## src/rtl/serial_subtractor_if.sv

```systemverilog
// Operand/result bundle for the bit-serial subtractor.
// The master drives the request side; the slave returns status and results.
interface serial_subtractor_if #(
    parameter int WIDTH = 8
);
    logic             start;
    logic [WIDTH-1:0] a;
    logic [WIDTH-1:0] b;
    logic             bin;
    logic             busy;
    logic             done;
    logic [WIDTH-1:0] diff;
    logic             bout;
    logic             overflow;

    modport master (
        output start, a, b, bin,
        input  busy, done, diff, bout, overflow
    );

    modport slave (
        input  start, a, b, bin,
        output busy, done, diff, bout, overflow
    );
endinterface

```

## src/rtl/serial_subtractor.sv

```systemverilog
// Bit-serial subtractor: diff = a - b - bin, LSB first, one full-subtractor step per clock.
// Results are held until the next completion or reset.
module serial_subtractor #(
    parameter int WIDTH = 8
) (
    input logic              clk,
    input logic              rst,
    serial_subtractor_if.slave bus
);
    localparam int CNT_W = (WIDTH > 1) ? $clog2(WIDTH) : 1;

    typedef enum logic [1:0] {StIdle, StRun, StDone} state_t;

    state_t             r_state;
    state_t             w_state_next;
    logic [WIDTH-1:0]   r_sa;
    logic [WIDTH-1:0]   r_sb;
    logic [WIDTH-2:0]   r_sd;
    logic [WIDTH-1:0]   r_diff;
    logic [CNT_W-1:0]   r_cnt;
    logic               r_br;
    logic               r_bout;
    logic               r_ovf;
    logic               r_a_msb;
    logic               r_b_msb;

    logic               w_accept;
    logic               w_last;
    logic               w_d;
    logic               w_br_next;
    logic [WIDTH-1:0]   w_res;

    always_comb begin
        w_accept  = bus.start && (r_state != StRun);
        w_last    = (r_state == StRun) && (r_cnt == CNT_W'(WIDTH - 1));
        w_d       = r_sa[0] ^ r_sb[0] ^ r_br;
        w_br_next = (~r_sa[0] & r_sb[0]) | (~(r_sa[0] ^ r_sb[0]) & r_br);
        // Previously produced bits sit in r_sd; the current bit enters at the MSB.
        w_res     = {w_d, r_sd};
    end

    always_comb begin
        w_state_next = r_state;
        unique case (r_state)
            StIdle:  if (bus.start) w_state_next = StRun;
            StRun:   if (w_last) w_state_next = StDone;
            StDone:  w_state_next = bus.start ? StRun : StIdle;
            default: w_state_next = StIdle;
        endcase
    end

    always_ff @(posedge clk) begin
        if (rst) begin
            r_state <= StIdle;
        end else begin
            r_state <= w_state_next;
        end
    end

    always_ff @(posedge clk) begin
        if (rst) begin
            r_sa    <= '0;
            r_sb    <= '0;
            r_sd    <= '0;
            r_diff  <= '0;
            r_cnt   <= '0;
            r_br    <= 1'b0;
            r_bout  <= 1'b0;
            r_ovf   <= 1'b0;
            r_a_msb <= 1'b0;
            r_b_msb <= 1'b0;
        end else if (w_accept) begin
            r_sa    <= bus.a;
            r_sb    <= bus.b;
            r_br    <= bus.bin;
            r_cnt   <= '0;
            r_a_msb <= bus.a[WIDTH-1];
            r_b_msb <= bus.b[WIDTH-1];
        end else if (r_state == StRun) begin
            r_sa <= r_sa >> 1;
            r_sb <= r_sb >> 1;
            r_br <= w_br_next;
            r_sd <= w_res[WIDTH-1:1];
            if (w_last) begin
                r_diff <= w_res;
                r_bout <= w_br_next;
                r_ovf  <= (r_a_msb ^ r_b_msb) & (r_a_msb ^ w_d);
            end else begin
                r_cnt <= r_cnt + 1'b1;
            end
        end
    end

    assign bus.busy     = (r_state == StRun);
    assign bus.done     = (r_state == StDone);
    assign bus.diff     = r_diff;
    assign bus.bout     = r_bout;
    assign bus.overflow = r_ovf;
endmodule

```

## src/flat_wrapper.sv

```systemverilog
// flat-port wrapper written by rule: the top's interface ports become plain ports
module serial_subtractor_flat 
#(
    parameter int WIDTH = 8
)
  (clk, rst, bus_start, bus_a, bus_b, bus_bin, bus_busy, bus_done, bus_diff, bus_bout, bus_overflow);
  serial_subtractor_if #(.WIDTH(WIDTH)) bus_i ();
  input logic clk;
  input logic rst;
  input wire logic [$bits(bus_i.start)-1:0] bus_start;
  input wire logic [$bits(bus_i.a)-1:0] bus_a;
  input wire logic [$bits(bus_i.b)-1:0] bus_b;
  input wire logic [$bits(bus_i.bin)-1:0] bus_bin;
  output wire logic [$bits(bus_i.busy)-1:0] bus_busy;
  output wire logic [$bits(bus_i.done)-1:0] bus_done;
  output wire logic [$bits(bus_i.diff)-1:0] bus_diff;
  output wire logic [$bits(bus_i.bout)-1:0] bus_bout;
  output wire logic [$bits(bus_i.overflow)-1:0] bus_overflow;
  assign bus_i.start = bus_start;
  assign bus_i.a = bus_a;
  assign bus_i.b = bus_b;
  assign bus_i.bin = bus_bin;
  assign bus_busy = bus_i.busy;
  assign bus_done = bus_i.done;
  assign bus_diff = bus_i.diff;
  assign bus_bout = bus_i.bout;
  assign bus_overflow = bus_i.overflow;
  serial_subtractor #(.WIDTH(WIDTH)) u_core (.clk(clk), .rst(rst), .bus(bus_i));
endmodule
```

## config.mk

```make
export PLATFORM = sky130hd
export DESIGN_NAME = serial_subtractor_flat
export DESIGN_NICKNAME = d
export VERILOG_FILES = /design/src/rtl/serial_subtractor_if.sv /design/src/rtl/serial_subtractor.sv /design/src/flat_wrapper.sv
export SDC_FILE = /design/constraint.sdc
export NUM_CORES = 1
export LEC_CHECK = 0
export ABC_AREA = 1
export CORE_ASPECT_RATIO = 1.25
export CORE_MARGIN = 2
export CORE_UTILIZATION = 50
export CTS_BUF_LIST = sky130_fd_sc_hd__clkbuf_16
export DETAILED_ROUTE_END_ITERATION = 8
export GPL_TIMING_DRIVEN = 0
export PLACE_DENSITY_LB_ADDON = 0.1
export SLEW_MARGIN = 15
export SYNTH_ARGS = -nofsm -noshare
export SYNTH_HDL_FRONTEND = slang
export SYNTH_SLANG_ARGS = --single-unit
```

## constraint.sdc

```tcl
create_clock -name clk -period 2.32 [get_ports clk]
set_input_delay 0.464 -clock clk [delete_from_list [all_inputs] [get_ports clk]]
set_output_delay 0.464 -clock clk [all_outputs]
set_load 0.01 [all_outputs]
```

Yosys cells after proc, flatten, opt, wreduce, memory -nomap -nowiden
Index checks and enable logic that the tools add are counted.
Widths: inputs -> output; s select.
{"block": "word_totals", "output_inout_bits": 12, "in_bits": 20, "ff_bits": 41, "word_cells": 49}
{"block": "classes", "reduce_logical": 9, "add_sub_neg": 1, "eq_ne": 6, "muxes": 10, "bitwise_logic": 12}
{"operator": "$mux 8", "count": 4}
{"operator": "$pmux 2 s3", "count": 1}
{"operator": "$reduce_and 2->1", "count": 3}
{"operator": "$mux 2", "count": 2}
{"operator": "$ne 2x1->1 const B", "count": 2}
{"operator": "$not 1->1", "count": 4}
{"operator": "$xor 1x1->1", "count": 4}
{"operator": "$add 3x1->3 const B", "count": 1}
{"operator": "$and 1x1->1", "count": 3}
{"operator": "$eq 3x3->1 const B", "count": 1}
{"operator": "$mux 1", "count": 3}
{"operator": "$reduce_and 3->1", "count": 1}
{"operator": "$eq 2x1->1 const B", "count": 1}
{"operator": "$eq 2x2->1 const B", "count": 1}
{"operator": "$logic_and 1x1->1", "count": 2}
{"operator": "$logic_not 2->1", "count": 1}
{"operator": "$ne 2x2->1 const B", "count": 1}
{"operator": "$reduce_bool 2->1", "count": 1}
{"operator": "$reduce_or 2->1", "count": 1}
{"operator": "$or 1x1->1", "count": 1}

Depth between registers and ports, before layout
{"block": "depth", "depth_word": 6, "mapped_depth": 8, "ltp_nobuf": 7}

Worst setup path before layout
OpenSTA, ideal clock, no wires.
{"block": "synth_timing", "path_type": "reg2reg", "from": "register u_core.r_sb[0]", "to": "register u_core.r_ovf, in the netlist u_core.bus.overflow", "setup_slack_ns": 1.042, "setup_time_ns": 0.109, "period_less_slack_ns": 1.278, "stages_incl_launch_ff": 8, "path_buffers": 0, "required_ns": 2.211, "t_arrival_ns": 1.169, "path_cell_list": "dfxtp_1 > inv_1 > fa_1 > inv_1 > nand3_1 > nand3_1 > nand2_1 > inv_1"}
{"block": "synth_between", "elab_chain_len": 4}
{"item": "start: declaration", "line": "serial_subtractor.sv:17", "rtl": "logic [WIDTH-1:0] r_sb;"}
{"item": "start signal: assignment", "line": "serial_subtractor.sv:74", "rtl": "r_sb <= bus.b;"}
{"item": "start signal: assignment", "line": "serial_subtractor.sv:81", "rtl": "r_sb <= r_sb >> 1;"}
{"item": "$xor 1x1->1 (2 in a row)", "line": "serial_subtractor.sv:36", "rtl": "w_d = r_sa[0] ^ r_sb[0] ^ r_br;"}
{"item": "named net u_core.w_d", "line": "serial_subtractor.sv:29", "rtl": "logic w_d;"}
{"item": "$xor 1x1->1", "line": "serial_subtractor.sv:87", "rtl": "r_ovf <= (r_a_msb ^ r_b_msb) & (r_a_msb ^ w_d);"}
{"item": "$and 1x1->1", "line": "serial_subtractor.sv:87"}
{"item": "end signal: assignment", "line": "serial_subtractor.sv:87"}
{"item": "end: declaration", "line": "serial_subtractor.sv:23", "rtl": "logic r_ovf;"}
The timed path passes the listed nets, and every way through them passes these cells.
A chain may end at the register's enable or synchronous reset.

Worst setup path after layout
{"block": "layout_timing", "from": "register u_core.r_state[0]", "to": "output port bus_busy"}
{"block": "layout_between", "elab_chain_len": 1}
{"item": "start: declaration", "line": "serial_subtractor.sv:14", "rtl": "state_t r_state;"}
{"item": "start signal: assignment", "line": "serial_subtractor.sv:54", "rtl": "r_state <= StIdle;"}
{"item": "start signal: assignment", "line": "serial_subtractor.sv:56", "rtl": "r_state <= w_state_next;"}
{"item": "$eq 2x1->1", "line": "serial_subtractor.sv:94", "rtl": "assign bus.busy = (r_state == StRun);"}
{"item": "end: declaration", "line": "flat_wrapper.sv:14", "rtl": "output wire logic [$bits(bus_i.busy)-1:0] bus_busy;"}
Every way passes these cells.

==> flow_summary.toml <==
[placement]
port_buffers = 29
gp_congestion = 0.752
hpwl_mm = 2.64
dpl_cell_area_um2 = 2100
post-place-ws_ns = 0.471

[clocking]
clk_pin_slew_worst_paths_ns = 0.06
htreeDepth = 2
cts_setup_buffers = 0
clock_latency_ns = 0.28
cts.sinks = 41
post_cts_resize_count = 0
clockRootBuffer = "clkbuf_16"
cts_tree = "built"
postCtsHoldBufs = 0
cts-buffers-inserted = 5
clock_path_buffers = 2

[timing]
tns_ns = 0
fmax_mhz = 467
hold_violations = 0
fin_crit_sh_pct = 92.2
finalWorstSetupSlack_ns = 0.181
finalCriticalPeriod_ns = 2.14
clock_skew_ns = 0.00281
rsz0062_at_grt = "no"
slew_headroom_pct = 67.0
drv_slew = 0
worstMarginPinSlew_ns = 0.495
setup_viol = 0

[finish]
drive_gt1_share_pct = 10.1
syn_to_final_growth_pct = 27.3
diodes = 0
final_area_um2 = 2250
fin_nets = 300

[route]
wirelength_mm = 3.81
post_drt_wl_per_cell_um = 12.0
final_antenna_net_count = 0
drt_iter0_markers = 62
drc_errors = 0
vias_per_cell = 5.05
first_pass_iters = 4
vias = 1601

[hold_path]
whs_path_depth = 2
holdCritPathClass = "reg2reg"

[pwr]
power.density_nw_per_um2 = 719
vdd_drop_max_mv = 0.587
power_uw = 1610
p_leak_uw = 0.00103

[grt]
grt.met1_usage_pct = 24.6
met3_usage_pct = 6.30
grt-ovfl-total = 0
grt_max_degree = 14
use_met2_pct = 35.8
grt_pass1_wl_mm = 6.47
grtUsageTotal_pct = 20.9
grt_pass1_vias = 1434
top_usage_layer = "met2"
antenna_found_initial = 0

[die]
die_x_um = 57.1
io_pins = 32
core_um2 = 3420
fp.dieH_um = 70.4
core.rowCount = 24
die-area_um2 = 4020
initial_core_util_pct = 51.5

[setup_path]
reg2regPathDepth = 6
endpoint_kind = "primary output"
critPathMaxFanout = 10
path_cells = "inv_2 -> nor2_4 -> buf_6 -> clkdlybuf4s50_1"
arrival_ns = 1.68
crit_slowest_cell = "clkdlybuf4s50_1"
cp.depth = 4
critical_path.startpoint_type = "flip-flop"
crit_buf_inv = 3
cp_top_family = "buffers and inverters"
critPathMaxStageDelay_ns = 0.54
crit_type = "reg2out"
worstPathRequired_ns = 1.86

[yosys]
syn_nets = 264
synthCells = 241
seq_area_frac_synth_pct = 46.5
yosys_warnings = 0
synth_seq_cells = 41
syn-cell-area_um2 = 1760
synth.distinct_cells = 17
synth.avg_cell_area_um2 = 7.32

[flow_run]
max_cap_viol_count = 0

[run_status]
status = "complete, no violations"
==> kinds of logic (layout without fill, tap and decap cells) <==
family | count (synthesis) | count (layout) | share of synthesized area [%]
AO/OA/AOI/OAI | 27 | 27 | 7.66
AND/OR/NAND/NOR | 123 | 123 | 30.9
adder cells (fa/ha/maj) | 3 | 3 | 2.55
buffers and inverters | 47 | 84 | 12.3
flip-flops | 41 | 41 | 46.5
==> power breakdown <==
group          switching [uW]  internal, uW
sequential               19.2           739
combinational             107          85.7
clock                     269           394
total                     395          1220
==> flip-flops by register name (all words and copies together), names as in the netlist <==
| signal | count |
|---|---|
| u_core.bus.diff | 8 |
| u_core.r_sd | 7 |
| u_core.r_br | 1 |
| u_core.bus.overflow | 1 |
| u_core.bus.bout | 1 |
| u_core.r_cnt | 3 |
| u_core.r_sb | 8 |
| u_core.r_sa | 8 |
| u_core.r_b_msb | 1 |
| u_core.r_a_msb | 1 |
| u_core.r_state | 2 |
==> per-stage QoR <==
step	hold WS, ns	utilization, %	cells
final	0.461	65.6	317
after global routing	0.477	65.6	317
after CTS	0.464	65.6	317
after detailed placement	0.454	61.4	309
after global placement	0.450	61.4	309
after floorplan	0.435	-	241
==> cell type report <==
class | count | area, um2
multi-input combinational | 153 | 726
timing repair buffer | 29 | 290
fill | 329 | 1180
buffer | 14 | 93.8
inverter | 33 | 124
clock inverter | 3 | 17.5
tap | 39 | 48.8
sequential | 41 | 821
clock buffer | 5 | 125
==> synthesized netlist by cell type <==
master   instances  area, um2
a21oi_1         13       65.1
buf_1            1       3.75
buf_2            9       45.0
buf_6            4       45.0
dfxtp_1         41        821
fa_1             1       20.0
ha_1             2       25.0
inv_1           29        109
inv_2            4       15.0
nand2_1         52        195
nand2_2          1       6.26
nand3_1         57        285
nor2_1          11       41.3
nor2_2           1       6.26
nor2_4           1       11.3
o21ai_0         12       60.1
o21ai_1          2       10.0
==> tightest hold or removal path: cells and delay by family (launching register included) <==
kind,cells,cell delay [ns]
AOI/OAI and AO/OA,1,0.05
DFF,1,0.31
and+or+nand+nor,1,0.06
==> cells in the final DEF, fill, tap and decap left out <==
master | netlist | routed
inv_2 | 4 | 4
nor2_4 | 1 | 1
inv_1 | 29 | 29
nand3_1 | 57 | 57
buf_6 | 4 | 4
o21ai_1 | 2 | 2
buf_1 | 1 | 1
clkbuf_16 | 0 | 5
o21ai_0 | 12 | 12
dfxtp_1 | 41 | 41
clkinv_2 | 0 | 2
nor2_2 | 1 | 1
nand2_1 | 52 | 52
nor2_1 | 11 | 11
clkdlybuf4s50_1 | 0 | 29
a21oi_1 | 13 | 13
fa_1 | 1 | 1
buf_2 | 9 | 9
clkinvlp_4 | 0 | 1
nand2_2 | 1 | 1
ha_1 | 2 | 2
==> worst paths after layout <==
kind	start	end	slack [ns]
max	u_core.r_state[0]$_SDFFE_PP0P_	bus_busy	0.18
min	u_core.bus.diff[0]$_SDFFE_PP0P_	u_core.bus.diff[0]$_SDFFE_PP0P_	0.46
max reg2reg	u_core.r_cnt[0]$_SDFFE_PP0P_	u_core.bus.diff[2]$_SDFFE_PP0P_	0.93
min reg2reg	u_core.bus.diff[0]$_SDFFE_PP0P_	u_core.bus.diff[0]$_SDFFE_PP0P_	0.46
==> per-layer routing <==
metal,share of wire [%],vias up
li1,-,847
met1,45,708
met2,49,39
met3,4.4,7
met4,1.5,0
met5,0,-
Power figures use the tool's default switching activity.
==> variant (same flow settings) <==
Make the reset (`rst`) asynchronous in 2 clocked blocks.
--- a/src/rtl/serial_subtractor.sv
+++ b/src/rtl/serial_subtractor.sv
@@ -49,7 +49,7 @@
         endcase
     end
 
-    always_ff @(posedge clk) begin
+    always_ff @(posedge clk or posedge rst) begin
         if (rst) begin
             r_state <= StIdle;
         end else begin
@@ -57,7 +57,7 @@
         end
     end
 
-    always_ff @(posedge clk) begin
+    always_ff @(posedge clk or posedge rst) begin
         if (rst) begin
             r_sa    <= '0;
             r_sb    <= '0;
Function: differs if rst is asserted again (counterexample within 4 cycles, from zero or initial values and one cycle with rst high); with rst held inactive, the same outputs for 10 cycles.
==> variant against the original RTL <==
Setup slack improved by 0.015 ns; sequential cell count unchanged; register-to-register slack got worse by 0.03 ns; wire length decreased by 6.6%; count of clock-buffer cells in the layout unchanged; first-iteration DRC count increased by 53%; final area increased by 6.3%; area after synthesis increased by 3.4%.
Power is not compared: it rests on default switching activity, and its combinational part moved more than twofold at a synthesized area within 25%.
==> variant: results (changes against the original RTL) <==
metric	value	unit	change
peakVddDrop	1.007	mV	
crit_path_end	bus_busy		
grt_pass1_vias	1429		-0.35%
power_leakage	1.223	nW	
clockRootBuffer	clkbuf_16		
grtUsageMet2	32.70	%	-3.1 points
grt_max_degree	30		+16
reg2reg_slack	0.90	ns	-0.03 ns
hp-class	in -> async		
clock_skew	0.004668	ns	+0.001857 ns
avgSynthCellArea	8.728	sq um	+19%
slowest_delay	0.53	ns	
r2r_end	u_core.bus.overflow$_DFFE_PP0P_		
place.gp.congestion	0.8000		+6.4%
grtUsageTotal	20.46	%	-0.46 points
worst_pin_slew	0.3065	ns	-0.1885 ns
wire_per_inst	12.38	microns	+3.2%
met3_length	150	microns	-11%
final_cells	287		-9.5%
yosysWarnings	0		unchanged
outcome	complete, no violations		
place_inst	279		-9.7%
ys_top_cells_by_count	nand2_1, nand3_1, dfrtp_1		
antenna_found_initial	0		unchanged
grtUsageMet3	4.874	%	-1.4 points
setup.worst_path.start	u_core.r_state[0]$_DFFE_PP0P_		
cp.arrival	1.66	ns	-0.02 ns
vias_per_cell	5.077		+0.52%
r2r_start	u_core.r_sb[0]$_DFFE_PP0P_		
post-place-ws	0.4993	ns	+0.02842 ns
fin_worst_hold_slack	0.4513	ns	-0.009537 ns
clk_path_buf_depth	2		unchanged
post_cts_buffers	0		unchanged
yosysUniqueCellTypes	14		-3
wl_met1	1615	microns	-5.1%
nets	270		-10%
cts_resized	0		unchanged
placed_area	2193	sq um	+4.3%
path_clk_slew	0.06	ns	about the same
wl_met2	1743	microns	-7.0%
routed.top_layer	met4		
min_period	2.124	ns	-0.01479 ns
drtIter0Drc	95		+53%
nFillCells	288		-12%
portBuffers	30		+3.4%
layout-drive-gt1-share	10.08	%	about the same
hpwl	2414	microns	-8.7%
met1_usage	27.02	%	+2.4 points
crit_slowest_cell	clkdlybuf4s50_1		
diodes	0		unchanged
worstSkewPairLatency	0.28	ns	about the same
ys_top_cells_by_area	dfrtp_1, nand2_1, nand3_1, buf_6, inv_1		
ys.flop_type	dfrtp_1		
ys_seq_area_share	56.24	%	+9.7 points
syn-num-nets	232		-12%
reg2regPathDepth	7		+1
grt_pass1_wl	6465	microns	-0.11%
critical_path.top_delay_family	buffers and inverters		
synth-async-reset-ratio	100.0	%	+100 points
==> variant: cells by family after synthesis <==
family | Yosys count | synth area share, %
and+or+nand+nor | 142 | 33.33
DFF | 41 | 56.24
buffers and inverters | 22 | 7.682
adders and majority gates | 3 | 2.469
AOI/OAI and AO/OA | 1 | 0.2741
==> variant: final cells by class <==
| type | count | area [sq um] | share of cell area, % |
|---|---|---|---|
| multi-input combinational | 146 | 658.1 | 27.57 |
| clock buffer | 5 | 125.1 | 5.241 |
| timing repair buffer | 31 | 320.3 | 13.42 |
| buffer | 10 | 95.09 | 3.983 |
| tap | 39 | 48.80 | 2.044 |
| inverter | 12 | 45.04 | 1.887 |
| sequential | 41 | 1026 | 42.98 |
| clock inverter | 3 | 68.82 | 2.883 |
==> variant: where the power goes <==
group          total (mW)  switching (mW)  internal (mW)
Sequential           1.21           0.186           1.03
Clock               0.901           0.281          0.620
Combinational        1.22           0.647          0.568
Total                3.33            1.11           2.21
